`src/rtl/phasediff_array.sv`:
```
// Multi-channel phase differencer: wraps ch[k]-ch[0] to [-180,+180] deg (9Q10),
// optionally averages over 2**AVG_LOG2 frames, one shared subtractor stepped per baseline.
module phasediff_array #(
  parameter int NCH      = 3,
  parameter int W_INT    = 9,
  parameter int W_FRAC   = 10,
  parameter int AVG_LOG2 = 0
) (
  input  logic                                clk,
  input  logic                                reset,
  input  logic                                in_valid,
  output logic                                in_ready,
  input  logic [NCH*(W_INT+W_FRAC)-1:0]       in_phase,
  output logic                                out_valid,
  input  logic                                out_ready,
  output logic [(NCH-1)*(W_INT+W_FRAC)-1:0]   out_diff
);

  localparam int W  = W_INT + W_FRAC;
  localparam int AW = W + AVG_LOG2;
  localparam int KW = (NCH > 2) ? $clog2(NCH) : 1;
  localparam int CW = AVG_LOG2 + 1;
  localparam logic signed [W:0] HALF = (W+1)'(180 << W_FRAC);
  localparam logic signed [W:0] FULL = (W+1)'(360 << W_FRAC);

  typedef enum logic [1:0] {IDLE, CALC, OUT} state_t;

  state_t                   state_reg, state_next;
  logic signed [W-1:0]      in_ph [NCH];
  logic signed [W-1:0]      ph_reg [NCH];
  logic signed [AW-1:0]     acc_reg [NCH];
  logic [KW-1:0]            k_reg;
  logic [CW-1:0]            frame_cnt_reg;
  logic                     in_ready_reg;
  logic                     out_valid_reg;
  logic [(NCH-1)*W-1:0]     out_diff_reg;
  logic signed [W:0]        d_raw, d_wrap;
  logic                     last_k, frame_done;

  for (genvar gi = 0; gi < NCH; gi++) begin : g_unpack
    assign in_ph[gi] = in_phase[gi*W +: W];
  end

  assign last_k     = (k_reg == KW'(NCH - 1));
  assign frame_done = (frame_cnt_reg == CW'((1 << AVG_LOG2) - 1));

  // The shared subtractor: one extra bit so the raw difference never overflows,
  // and a single +/-360 correction is enough for any pair of W-bit inputs.
  always_comb begin
    d_raw = (W+1)'(ph_reg[k_reg]) - (W+1)'(ph_reg[0]);
    if (d_raw > HALF)
      d_wrap = d_raw - FULL;
    else if (d_raw < -HALF)
      d_wrap = d_raw + FULL;
    else
      d_wrap = d_raw;
  end

  always_comb begin
    state_next = state_reg;
    case (state_reg)
      IDLE:    if (in_valid && in_ready_reg) state_next = CALC;
      CALC:    if (last_k) state_next = frame_done ? OUT : IDLE;
      OUT:     if (out_valid_reg && out_ready) state_next = IDLE;
      default: state_next = IDLE;
    endcase
  end

  always_ff @(posedge clk) begin
    if (!reset) begin
      state_reg     <= IDLE;
      in_ready_reg  <= 1'b0;
      out_valid_reg <= 1'b0;
      out_diff_reg  <= '0;
      frame_cnt_reg <= '0;
      k_reg         <= '0;
      for (int i = 0; i < NCH; i++) begin
        acc_reg[i] <= '0;
        ph_reg[i]  <= '0;
      end
    end else begin
      state_reg    <= state_next;
      in_ready_reg <= (state_next == IDLE);
      case (state_reg)
        IDLE: begin
          if (in_valid && in_ready_reg) begin
            for (int i = 0; i < NCH; i++) ph_reg[i] <= in_ph[i];
            k_reg <= KW'(1);
          end
        end
        CALC: begin
          acc_reg[k_reg] <= acc_reg[k_reg] + AW'(d_wrap);
          k_reg          <= k_reg + KW'(1);
          if (last_k) frame_cnt_reg <= frame_cnt_reg + CW'(1);
        end
        OUT: begin
          // First OUT cycle latches the mean; it then stays frozen until taken.
          if (!out_valid_reg) begin
            for (int i = 1; i < NCH; i++)
              out_diff_reg[(i-1)*W +: W] <= W'(acc_reg[i] >>> AVG_LOG2);
            out_valid_reg <= 1'b1;
          end else if (out_ready) begin
            out_valid_reg <= 1'b0;
            frame_cnt_reg <= '0;
            for (int i = 0; i < NCH; i++) acc_reg[i] <= '0;
          end
        end
        default: ;
      endcase
    end
  end

  assign in_ready  = in_ready_reg;
  assign out_valid = out_valid_reg;
  assign out_diff  = out_diff_reg;

endmodule

```
`config.mk`:
```
export PLATFORM = sky130hd
export DESIGN_NAME = phasediff_array
export DESIGN_NICKNAME = d
export VERILOG_FILES = /design/src/rtl/phasediff_array.sv
export SDC_FILE = /design/constraint.sdc
export NUM_CORES = 1
export LEC_CHECK = 0
export CELL_PAD_IN_SITES_DETAIL_PLACEMENT = 0
export CELL_PAD_IN_SITES_GLOBAL_PLACEMENT = 1
export CORE_ASPECT_RATIO = 0.6
export CORE_MARGIN = 2
export CORE_UTILIZATION = 40
export CTS_CLUSTER_DIAMETER = 200
export DETAILED_ROUTE_END_ITERATION = 6
export PLACE_DENSITY_LB_ADDON = 0.1
export SLEW_MARGIN = 10
export SYNTH_ARGS = -nofsm -noshare
export SYNTH_HDL_FRONTEND = slang
export SYNTH_SLANG_ARGS = --single-unit
```
`constraint.sdc`:
```
create_clock -name clk -period 15.2 [get_ports clk]
set_input_delay 1.52 -clock clk [delete_from_list [all_inputs] [get_ports clk]]
set_output_delay 1.52 -clock clk [all_outputs]
set_load 0.005 [all_outputs]
```
======== Yosys cells after proc, flatten, opt, wreduce, memory -nomap -nowiden ========
Memory sizes are Yosys's and may differ from the RTL's. A register that Yosys moved wholly into a read port is not among the register bits.
Index checks and enable logic that the tools add are counted.
word-level totals
  memories ................................ 2
  bits of input ports ..................... 61
  memory bits (writable) .................. 114
  logic and storage cells ................. 82
  output and inout port bits .............. 40
  flip-flop bits (word level) ............. 7
operators by class
  muxes and demuxes ....................... 41
  eq/ne operators ......................... 7
  reduce and logical (&&, ||, !) cells .... 12
  $add $sub $neg .......................... 6
  magnitude comparators ................... 2
  bitwise logic cells ..................... 7
memory list
  memory   depth  width  read ports  clocked after Yosys merged registers in  write ports  RTL line  source
  acc_reg  3      19     3           3                                        3            31        logic signed [AW-1:0] acc_reg [NCH];
  ph_reg   3      19     2           1                                        3            30        logic signed [W-1:0] ph_reg [NCH];
operators with widths
  operator                  number
  $mux W19                  9
  $gt A20 B19 Y1 const B    1
  $lt A20 B19 Y1 const B    1
  $mux W2                   10
  $sub A19 B19 Y20          1
  $add A19 B19 Y19          1
  $add A19 B19 Y19 const B  1
  $mux W1                   19
  $reduce_or A19 Y1         1
  $sub A19 B19 Y19 const B  1
  $ne A2 B2 Y1 const B      4
  $or A1 B1 Y1              6
  $pmux W2 S3               1
  $eq A2 B2 Y1 const B      2
  $logic_not A2 Y1          2
  $pmux W2 S2               1
  $reduce_and A2 Y1         2
  $reduce_and A4 Y1         1
  $reduce_bool A2 Y1        2
  $add A2 B1 Y2 const B     1
  $eq A2 B1 Y1 const B      1
  $logic_and A1 B1 Y1       2
  $logic_not A1 Y1          2
  $pmux W1 S2               1
  other kinds (2)           2

======== Logic depth before layout (Yosys ltp) ========
Gate-level depths: netlist (run 1).
  depth after elaboration ................. 7
  gate-level depth with buffers ........... 30
  mapped depth without buffers ............ 27

======== Worst setup path after synthesis (run 1) ========
OpenSTA, ideal clock, no wires.
  path type ............................... reg-to-reg
  start point ............................. reg with a tool-made name
  end point ............................... mem acc_reg[0][18] (netlist bit) (data pin)
  arrival ................................. 6,224 ps
  path slack .............................. 8,710 ps
  data required time ...................... 14,934 ps
  cell stages (with the launch flop) ...... 29
  setup time .............................. 266 ps
  cell sequence ........................... dfxtp_1 > buf_1 > clkbuf_1 > clkbuf_1 > mux2i_1 > o21ai_0 > ha_1 > a211oi_1 > o211ai_1 > and2_1 > a2111oi_0 > nor3_1 > or2_2 > clkbuf_1 > o2bb2a_1 > nand2_1 > a21oi_1 > nand2_1 > o21a_1 > ha_1 > nor3_1 > o2111ai_1 > nand2_1 > o21a_1 > or2_2 > buf_1 > nor3_1 > a2111oi_2 > nand3_1
RTL lines
  what       RTL line
  to (decl)  31

==> results of run 1 <==
==> cells by family (layout without fill, tap and decap cells) <==
kind of cell             Yosys count  after routing
flip-flops                       180            180
buffers and inverters            114            206
AO/OA/AOI/OAI                    190            190
AND/OR/NAND/NOR                  352            352
multiplexers                      39             39
XOR/XNOR                          35             35
adder cells (fa/ha/maj)           46             46
==> worst max-delay path, stage by stage (launching register included) <==
cell and delay, ps:
dfxtp_2 310, buf_4 560, mux2i_1 260, nor2_1 60
a21oi_1 150, ha_1 180, inv_1 50, fa_1 390
a211o_1 340, a21oi_1 180, o31ai_1 150, a211oi_2 350
xor2_2 350, inv_1 130, a21oi_1 150, a211o_1 160
nand3b_1 180, and3_1 210, xnor2_1 120, ha_1 390
nand3_1 120, o2111ai_1 200, nand2_1 140, o21a_1 230
nand2b_1 230, nor4_1 100, a2111oi_2 320, nand3_1 110
==> final timing paths <==
check	from	endpoint
setup / recovery	flop	acc_reg[0][18]
setup reg to reg	flop	acc_reg[0][18]
hold / removal	out_diff[17]	out_diff[17]
hold reg to reg	out_diff[17]	out_diff[17]
==> synth_stat cells, drive strengths merged, types with 13 or more instances <==
master  instances
edfxtp        133
nand2         120
nor2           82
and3           62
inv            62
dfxtp          47
clkbuf         44
ha             44
a21boi         39
o21ai          37
a21oi          33
nand3          22
nor3           22
xnor2          22
mux2i          20
mux4           19
xor2           13
==> cell type report <==
class,instances,area share [%]
flip-flops and latches,180,41.9
multi-input cells,662,39.0
repair buffers,112,9.21
clock buffers,18,3.64
well taps,322,3.42
inverters,62,1.97
clock inverters,14,0.934
==> metal layers <==
| layer | track usage, % | vias up | part of all wire (%) |
|---|---|---|---|
| met2 | 26.2 | 147 | 41 |
| li1 | - | 3622 | - |
| met4 | 4.76 | 0 | 0.94 |
| met1 | 29.2 | 3470 | 54 |
| met5 | 0 | - | 0 |
| met3 | 4.19 | 18 | 4.1 |
==> power by group through the flow <==
stage          Combinational [uW]  Clock, uW  Sequential [uW]
6_report                      750        418              592
2_1_floorplan                 573          0              598
5_1_grt                       838        452              595
4_1_cts                       744        432              593
3_3_place_gp                  742          0              603
3_5_place_dp                  739          0              603
==> cell usage in the layout (no fill, tap or decap), types with 5 or more instances in the layout <==
cell type / instances
dfxtp_1: 45
nor3_1: 21
nand3_1: 22
nand4_1: 5
mux2i_1: 19
a21o_1: 6
clkdlybuf4s50_1: 99
xor2_1: 11
inv_1: 62
clkbuf_16: 17
xnor2_1: 20
nor4_1: 8
clkinv_2: 5
buf_4: 12
a21oi_1: 32
nor2_1: 82
o21bai_1: 7
o31ai_1: 7
edfxtp_1: 133
nor2b_1: 8
and3_1: 62
ha_1: 44
nand2_1: 120
nand2b_1: 6
a21boi_0: 39
o21a_1: 11
o21ai_0: 37
mux4_2: 19
==> stage by stage <==
step | setup slack (ps) | area [um^2] | util (%) | cells
3_5_place_dp | 8850 | 11300 | 46.2 | 1338
5_1_grt | 8160 | 11800 | 48.5 | 1370
4_1_cts | 8810 | 11800 | 48.5 | 1370
2_1_floorplan | 8710 | 9960 | - | 956
3_3_place_gp | 8950 | 11300 | 46.2 | 1338
6_report | 8800 | 11800 | 48.5 | 1370
==> flow_summary.ini, run 1 <==
[floorplanning]
die-height_um = 126
die_width_um = 208
fp.dieArea_mm2 = 0.0262
design.portCount = 101
rows = 44
initial_utilization_pct = 40.9
floorplan.core_area_mm2 = 0.0243

[clock_tree]
cts_made_buffers = 17
worst_setup_hold_path_clk_slew_ps = 70
cts.path.max_buffers = 2
cts.sink_count = 180
postCtsSetupBuffers = 0
cts-root-buf = clkbuf_16
clock_latency_ps = 460
tritoncts = done
holdBufCountCts = 0
ctsResizeCount = 0
cts_htree_levels = 4

[synth]
synth_fa_ha_area_share_pct = 5.93
synth_warnings = 0
synth_enable_flop_cells = 133
compound_cell_area_share_of_the_yosys_netlist_pct = 13.6
synth_xor_xnor_area_share_pct = 3.38
synthDominantCellAreaShare_pct = 40.1
netlist.top_cell.by_area = edfxtp_1
post_synth_cell_types = 66
yosys_register_bits = 180
synth.area.mux_share_pct = 6.43
cell_types_occupying_the_most_area_after_synthesis = edfxtp_1 40%, dfxtp_1 9.4%, ha_1 5.5%, nand2_1 4.5%, mux4_2 4.3%
mappedNetlistNets = 1063
average_cell_area_after_synthesis_um2 = 10.4
largest_family_of_logic_cells_by_synthesized_area = simple AND/OR/NAND/NOR gates
commonest_register_cell_after_synthesis = edfxtp_1
netlist_instances = 956
synth-async-reset-ratio_pct = 0
post_synth_instance_area_mm2 = 0.00996
synth.yosys.seq_area_share_pct = 49.5
synthSimpleGateAreaFrac_pct = 16.6

[global_routing]
first_global_vias = 7007
grt_pass1_wl_um = 38400
grt_max_degree = 67
number_of_antenna_violations_at_the_first_check_in_global_routing = 0
grt.overflow.total = 0
grt.total_usage_pct = 18.8

[timing]
clock_skew_ps = 21.9
finalSetupViolations = 0
achievable-frequency_mhz = 156
final_max_slew_viol_count = 0
final.min_clock_period_ps = 6400
timing_hold_violations_final = 0
max_slew.worst_pin.slew_ps = 1170
rsz0062_at_grt = false
final.period_utilization_pct = 42.1
slew_headroom_pct = 21.5
timing.hold.ws_ps = 463
final.setup.tns_ps = 0

[run]
drv_cap = 0

[cells_and_area]
areaGrowthSynthToFinish_pct = 18.4
post_route_cells_drive_above_1_share_pct = 8.21
largest_register_ffs = 76
fin_nets = 1142
seq_area_mm2 = 0.00494
inserted_diodes = 0
layout.filler_cells = 2290
multi_input_area_mm2 = 0.00459

[power_and_ir_drop]
cellPowerDensity_mw_per_mm2 = 149
p_total_uw = 1760
internal_power_uw = 1080
vdd.ir_drop.worst_v = 0.0000822
share_seq_of_total_power_pct = 33.6
p_sw_uw = 679
power_switching_share_pct = 38.6
p_comb_share_pct = 42.6
clock_power_share_pct = 23.8
power.static_leakage_uw = 0.00454

[hold_path]
worst_hold_path.num_cells = 2
min_path_type = reg -> reg

[setup_path]
timing.reg2reg.setup_slack_ps = 8800
crit_fanout = 38
arrival_ps = 6590
timing.critical_path.required_ps = 15390
end_kind = flop
cp-start-kind = flop
setup.worst_path.class = reg -> reg
ff2ff_path_depth = 27

[routing]
dr.pass1.iters = 5
routed_wirelength_normalized_by_instance_count_um = 17.3
ant_nets = 0
routed_wl_um = 23600
drc = 0
route.vias.total = 7257
drt-vias-per-instance = 5.30
initialDrtViolationCount = 491

[placement]
port_buffers = 100
gp_congestion = 0.902
dp_hpwl_um = 16900

[run_status]
run_status = complete, no violations
Power figures use the tool's default switching activity.
==> inputs of run 2 (changes only) <==
- clock period: 15.2 -> 6.2 ns (I/O delays scaled with it)
==> run 2 against run 1 <==
Effect of this change: clock power increased by 150%; critical path depth fell by 2; count of clock-buffer cells in the layout grew 2; sequential cell count did not move; highest routed layer unchanged.
==> flow_summary.ini, run 2 (synthesis gave the netlist of run 1 again) <==
[routing]
ant_nets = 0
drt-vias-per-instance = 5.24
route.vias.total = 7236
routed_wirelength_normalized_by_instance_count_um = 17.3
dr.pass1.iters = 5
drc = 0
initialDrtViolationCount = 512
routed_wl_um = 23900

[timing]
final.setup.tns_ps = 0
achievable-frequency_mhz = 173
rsz0062_at_grt = false
final.min_clock_period_ps = 5770
max_slew.worst_pin.slew_ps = 1210
final_max_slew_viol_count = 0
slew_headroom_pct = 18.8
timing_hold_violations_final = 0
clock_skew_ps = 12.9
final.period_utilization_pct = 93.0
finalSetupViolations = 0
setup_ws_post_layout_ps = 432

[floorplanning]
die-height_um = 126
design.portCount = 101
initial_utilization_pct = 40.9
fp.dieArea_mm2 = 0.0262
floorplan.core_area_mm2 = 0.0243
die_width_um = 208
rows = 44

[global_routing]
number_of_antenna_violations_at_the_first_check_in_global_routing = 0
grt.overflow.total = 0
first_global_vias = 7174
grt.total_usage_pct = 19.0
grt_max_degree = 81
grt_pass1_wl_um = 38900

[cells_and_area]
fin_nets = 1152
post_route_cells_drive_above_1_share_pct = 9.45
mostFrequentLayoutCell = edfxtp_1
layout.filler_cells = 2320
layout_common_cells = 133 x edfxtp_1, 120 x nand2_1, 99 x clkdlybuf4s50_1
areaGrowthSynthToFinish_pct = 19.6
inserted_diodes = 0
largest_register_ffs = 76

[setup_path]
cp-start-kind = flop
ff2ff_path_depth = 25
timing.critical_path.required_ps = 6400
slowest_delay_ps = 450
crit_fanout = 8
end_kind = flop
cp_slowest_cell = a2111o_1
arrival_ps = 5970
critical_path.reg2reg.endpoint = acc_reg[2][18]
timing.reg2reg.setup_slack_ps = 430
setup.worst_path.class = reg -> reg

[clock_tree]
cts_htree_levels = 4
cts.path.max_buffers = 2
cts.sink_count = 180
worst_setup_hold_path_clk_slew_ps = 70
cts_made_buffers = 17
holdBufCountCts = 0
clock_latency_ps = 460
cts-root-buf = clkbuf_16
tritoncts = done

[hold_path]
worst_hold_startpoint = out_diff[32]
worst_hold_path.num_cells = 2
hold_path_end = out_diff[32]
min_path_type = reg -> reg

[power_and_ir_drop]
power.static_leakage_uw = 0.00460
vdd.ir_drop.worst_v = 0.000224
cellPowerDensity_mw_per_mm2 = 365

[run]
drv_cap = 0

[placement]
gp_congestion = 0.841
pre_cts_ws_ps = 398
dp_hpwl_um = 16900
port_buffers = 100

[run_status]
run_status = complete, no violations
-- run 2: routing by layer --
| metal | share of wire, % | global-route usage [%] | vias to the layer above |
|---|---|---|---|
| li1 | - | - | 3620 |
| met1 | 54 | 28.9 | 3464 |
| met2 | 41 | 27.1 | 134 |
| met3 | 3.5 | 4.19 | 18 |
| met4 | 0.95 | 4.67 | 0 |
| met5 | 0 | 0 | - |
-- run 2: where the power goes --
| part | total (uW) | switching, uW | leakage, uW | internal [uW] |
|---|---|---|---|---|
| registers | 1450 | 30.0 | 0.00174 | 1420 |
| logic | 1860 | 1150 | 0.00259 | 709 |
| clock network | 1040 | 476 | 0.000268 | 563 |
-- run 2: per-stage QoR --
step                instances  total power, uW  hold slack (ps)  utilization [%]  cell area, um^2
finish                   1380             4350              463             49.0            11900
global placement         1346             3320              451             46.5            11300
CTS                      1378             4360              469             48.8            11900
detailed placement       1346             3310              460             46.5            11300
floorplan                 956             2870              450                -             9960
global route             1380             4650              495             49.0            11900
-- run 2: final cells by class --
type / instances / area [um^2] / share of cell area, %
multi-input combinational: 662 / 4620 / 38.7
clock inverter: 12 / 104 / 0.871
sequential: 180 / 4940 / 41.5
inverter: 62 / 233 / 1.95
timing repair buffer: 122 / 1170 / 9.85
tap: 322 / 403 / 3.38
clock buffer: 20 / 447 / 3.75
-- run 2: how the worst max path moves through the flow --
stage                                 to  slack [ps]  cells after the start
after floorplan           acc_reg[0][18]          70                     28
after global placement    acc_reg[2][18]         310                     23
after detailed placement  acc_reg[2][18]         400                     24
after CTS                 acc_reg[2][18]         350                     24
after global routing      acc_reg[2][18]          20                     26
final                     acc_reg[2][18]         430                     25
-- run 2: critical path, delay by kind of cell (launching register included) --
family	cells	cell delay, ps
compound gates	12	2820
simple gates	7	990
fa+ha+maj	3	800
flops	1	430
xor+xnor	1	230
mux	1	200
buf+inv	1	50
-- run 2: what timing repair did --
action                     4_1_cts  5_1_grt
setup endpoints to repair        0        7
gates resized for setup          0        6
setup buffers                    0        2
==> inputs of run 3 (changes only) <==
- CORE_MARGIN: 2 -> not set
==> run 3 against run 2 <==
Effect of this change: clock skew fell by 4.1 ps; count of clock-buffer cells in the layout fell by 1; clock power grew 5%; cell area up 0.28%; first-iteration DRC count down 0.20%; sequential cell count unchanged; critical path type unchanged; via count grew 1.0%; die area shrank 2.5%; largest power group unchanged; register-to-register slack better by 20 ps.
==> flow_summary.ini, run 3 (synthesis gave the netlist of run 1 again) <==
[run_status]
run_status = complete, no violations

[clock_tree]
holdBufCountCts = 0
cts-root-buf = clkbuf_16
worst_setup_hold_path_clk_slew_ps = 70
cts.path.max_buffers = 2
cts_made_buffers = 17
tritoncts = done
cts.sink_count = 180
cts_htree_levels = 4
clock_latency_ps = 450

[timing]
max_slew.worst_pin.slew_ps = 1200
timing_hold_violations_final = 0
final.min_clock_period_ps = 5750
final.period_utilization_pct = 92.7
final_max_slew_viol_count = 0
slew_headroom_pct = 19.7
achievable-frequency_mhz = 174
final.setup.tns_ps = 0
clock_skew_ps = 8.75
rsz0062_at_grt = false
finalSetupViolations = 0

[routing]
routed_wl_um = 23600
drt-vias-per-instance = 5.30
initialDrtViolationCount = 511
dr.pass1.iters = 5
route.vias.total = 7309
routed_wirelength_normalized_by_instance_count_um = 17.1
ant_nets = 0
drc = 0

[cells_and_area]
layout.filler_cells = 2275
areaGrowthSynthToFinish_pct = 20.0
fin_nets = 1150
seq_area_mm2 = 0.00494
post-route-util_pct = 49.1
inserted_diodes = 0
post_route_cells_drive_above_1_share_pct = 9.66
multi_input_area_mm2 = 0.00462
mostFrequentLayoutCell = edfxtp_1
layout_common_cells = 133 x edfxtp_1, 120 x nand2_1, 99 x clkdlybuf4s50_1
postLayoutCellArea_mm2 = 0.0120
largest_register_ffs = 76
layout.cells.non_filler = 1378

[global_routing]
grt.overflow.total = 0
grt.total_usage_pct = 19.5
grt_max_degree = 69
grt_pass1_wl_um = 38500
number_of_antenna_violations_at_the_first_check_in_global_routing = 0
first_global_vias = 7223

[hold_path]
min_path_type = reg -> reg

[power_and_ir_drop]
share_seq_of_total_power_pct = 32.9
p_sw_uw = 1700
power_switching_share_pct = 38.6
internal_power_uw = 2710
power.static_leakage_uw = 0.00461
clock_power_share_pct = 24.6
p_total_uw = 4420
p_comb_share_pct = 42.5
vdd.ir_drop.worst_v = 0.000224
cellPowerDensity_mw_per_mm2 = 370

[setup_path]
setup.worst_path.class = reg -> reg
arrival_ps = 5950
crit_fanout = 8
end_kind = flop
timing.critical_path.required_ps = 6400
cp-start-kind = flop

[floorplanning]
fp.dieArea_mm2 = 0.0256
die-height_um = 124
floorplan.core_area_mm2 = 0.0243
design.portCount = 101
die_width_um = 206
initial_utilization_pct = 40.9
rows = 44

[placement]
dp_hpwl_um = 16800
postPlaceCellArea_mm2 = 0.0113
gp_congestion = 0.882
dp_cells = 1344
port_buffers = 100

[run]
drv_cap = 0
-- run 3: changes by cell type in the layout (fill, tap and decap cells not counted), moves of 2 or more --
cell and delta:
inv_8 +4, buf_4 -3, clkbuf_1 -2, clkbuf_16 +2
clkinv_2 -2, inv_4 +2
-- run 3: final timing paths --
check | startpoint | cells after the start | slack, ps | endpoint
max | flop | 24 | 450 | acc_reg[2][18]
min | out_diff[20] | 2 | 470 | out_diff[20]
max reg2reg | flop | 24 | 450 | acc_reg[2][18]
min reg2reg | out_diff[20] | 2 | 470 | out_diff[20]
-- run 3: layout make-up --
class / count / area share [%]
clock buffer: 19 / 3.98
clock inverter: 13 / 0.921
inverter: 62 / 1.95
sequential: 180 / 41.3
multi-input combinational: 662 / 38.7
tap: 322 / 3.37
timing repair buffer: 120 / 9.80
-- run 3: power by group through the flow --
stage          sequential, uW  clock [uW]  combinational, uW
2_1_floorplan            1470           0               1410
3_3_place_gp             1480           0               1850
3_5_place_dp             1480           0               1830
4_1_cts                  1450        1120               1850
5_1_grt                  1460        1170               2070
6_report                 1450        1090               1870
-- run 3: per-stage QoR --
stage,hold slack (ps),setup WS (ps)
global placement,451,422
finish,466,452
global route,489,46.7
CTS,471,386
floorplan,450,73.8
detailed placement,460,429
-- run 3: critical path: stages, from the launching register on --
cell	delay, ps
dfxtp_4	430
mux2i_1	200
nor2_1	50
a21oi_1	130
ha_1	180
inv_1	50
fa_1	390
a211o_1	350
a211o_1	320
a31o_1	250
a21oi_2	150
xnor2_1	210
o41ai_2	160
a2111o_1	460
nand2_1	180
o31ai_1	110
a21oi_1	180
xor2_1	170
ha_1	290
a21oi_1	250
o21a_1	210
or2_2	190
nor3_1	80
a2111oi_2	390
nand3_1	100
-- run 3: repair_timing --
| action | in CTS | in global routing |
|---|---|---|
| gates resized for setup | 0 | 7 |
| endpoints found under the setup margin | 0 | 3 |
| endpoints found under the hold margin | 0 | 0 |
| buffers inserted | 0 | 2 |
-- run 3: per-layer routing --
metal  vias to the layer above  track usage, %  part of all wire (%)  routed length, um
met5                         -               0                     0                  0
met3                        22            3.78                   4.0                945
met2                       148            27.6                    41               9800
li1                       3623               -                     -                  -
met4                         0            5.62                   1.2                283
met1                      3516            29.9                    53              12600
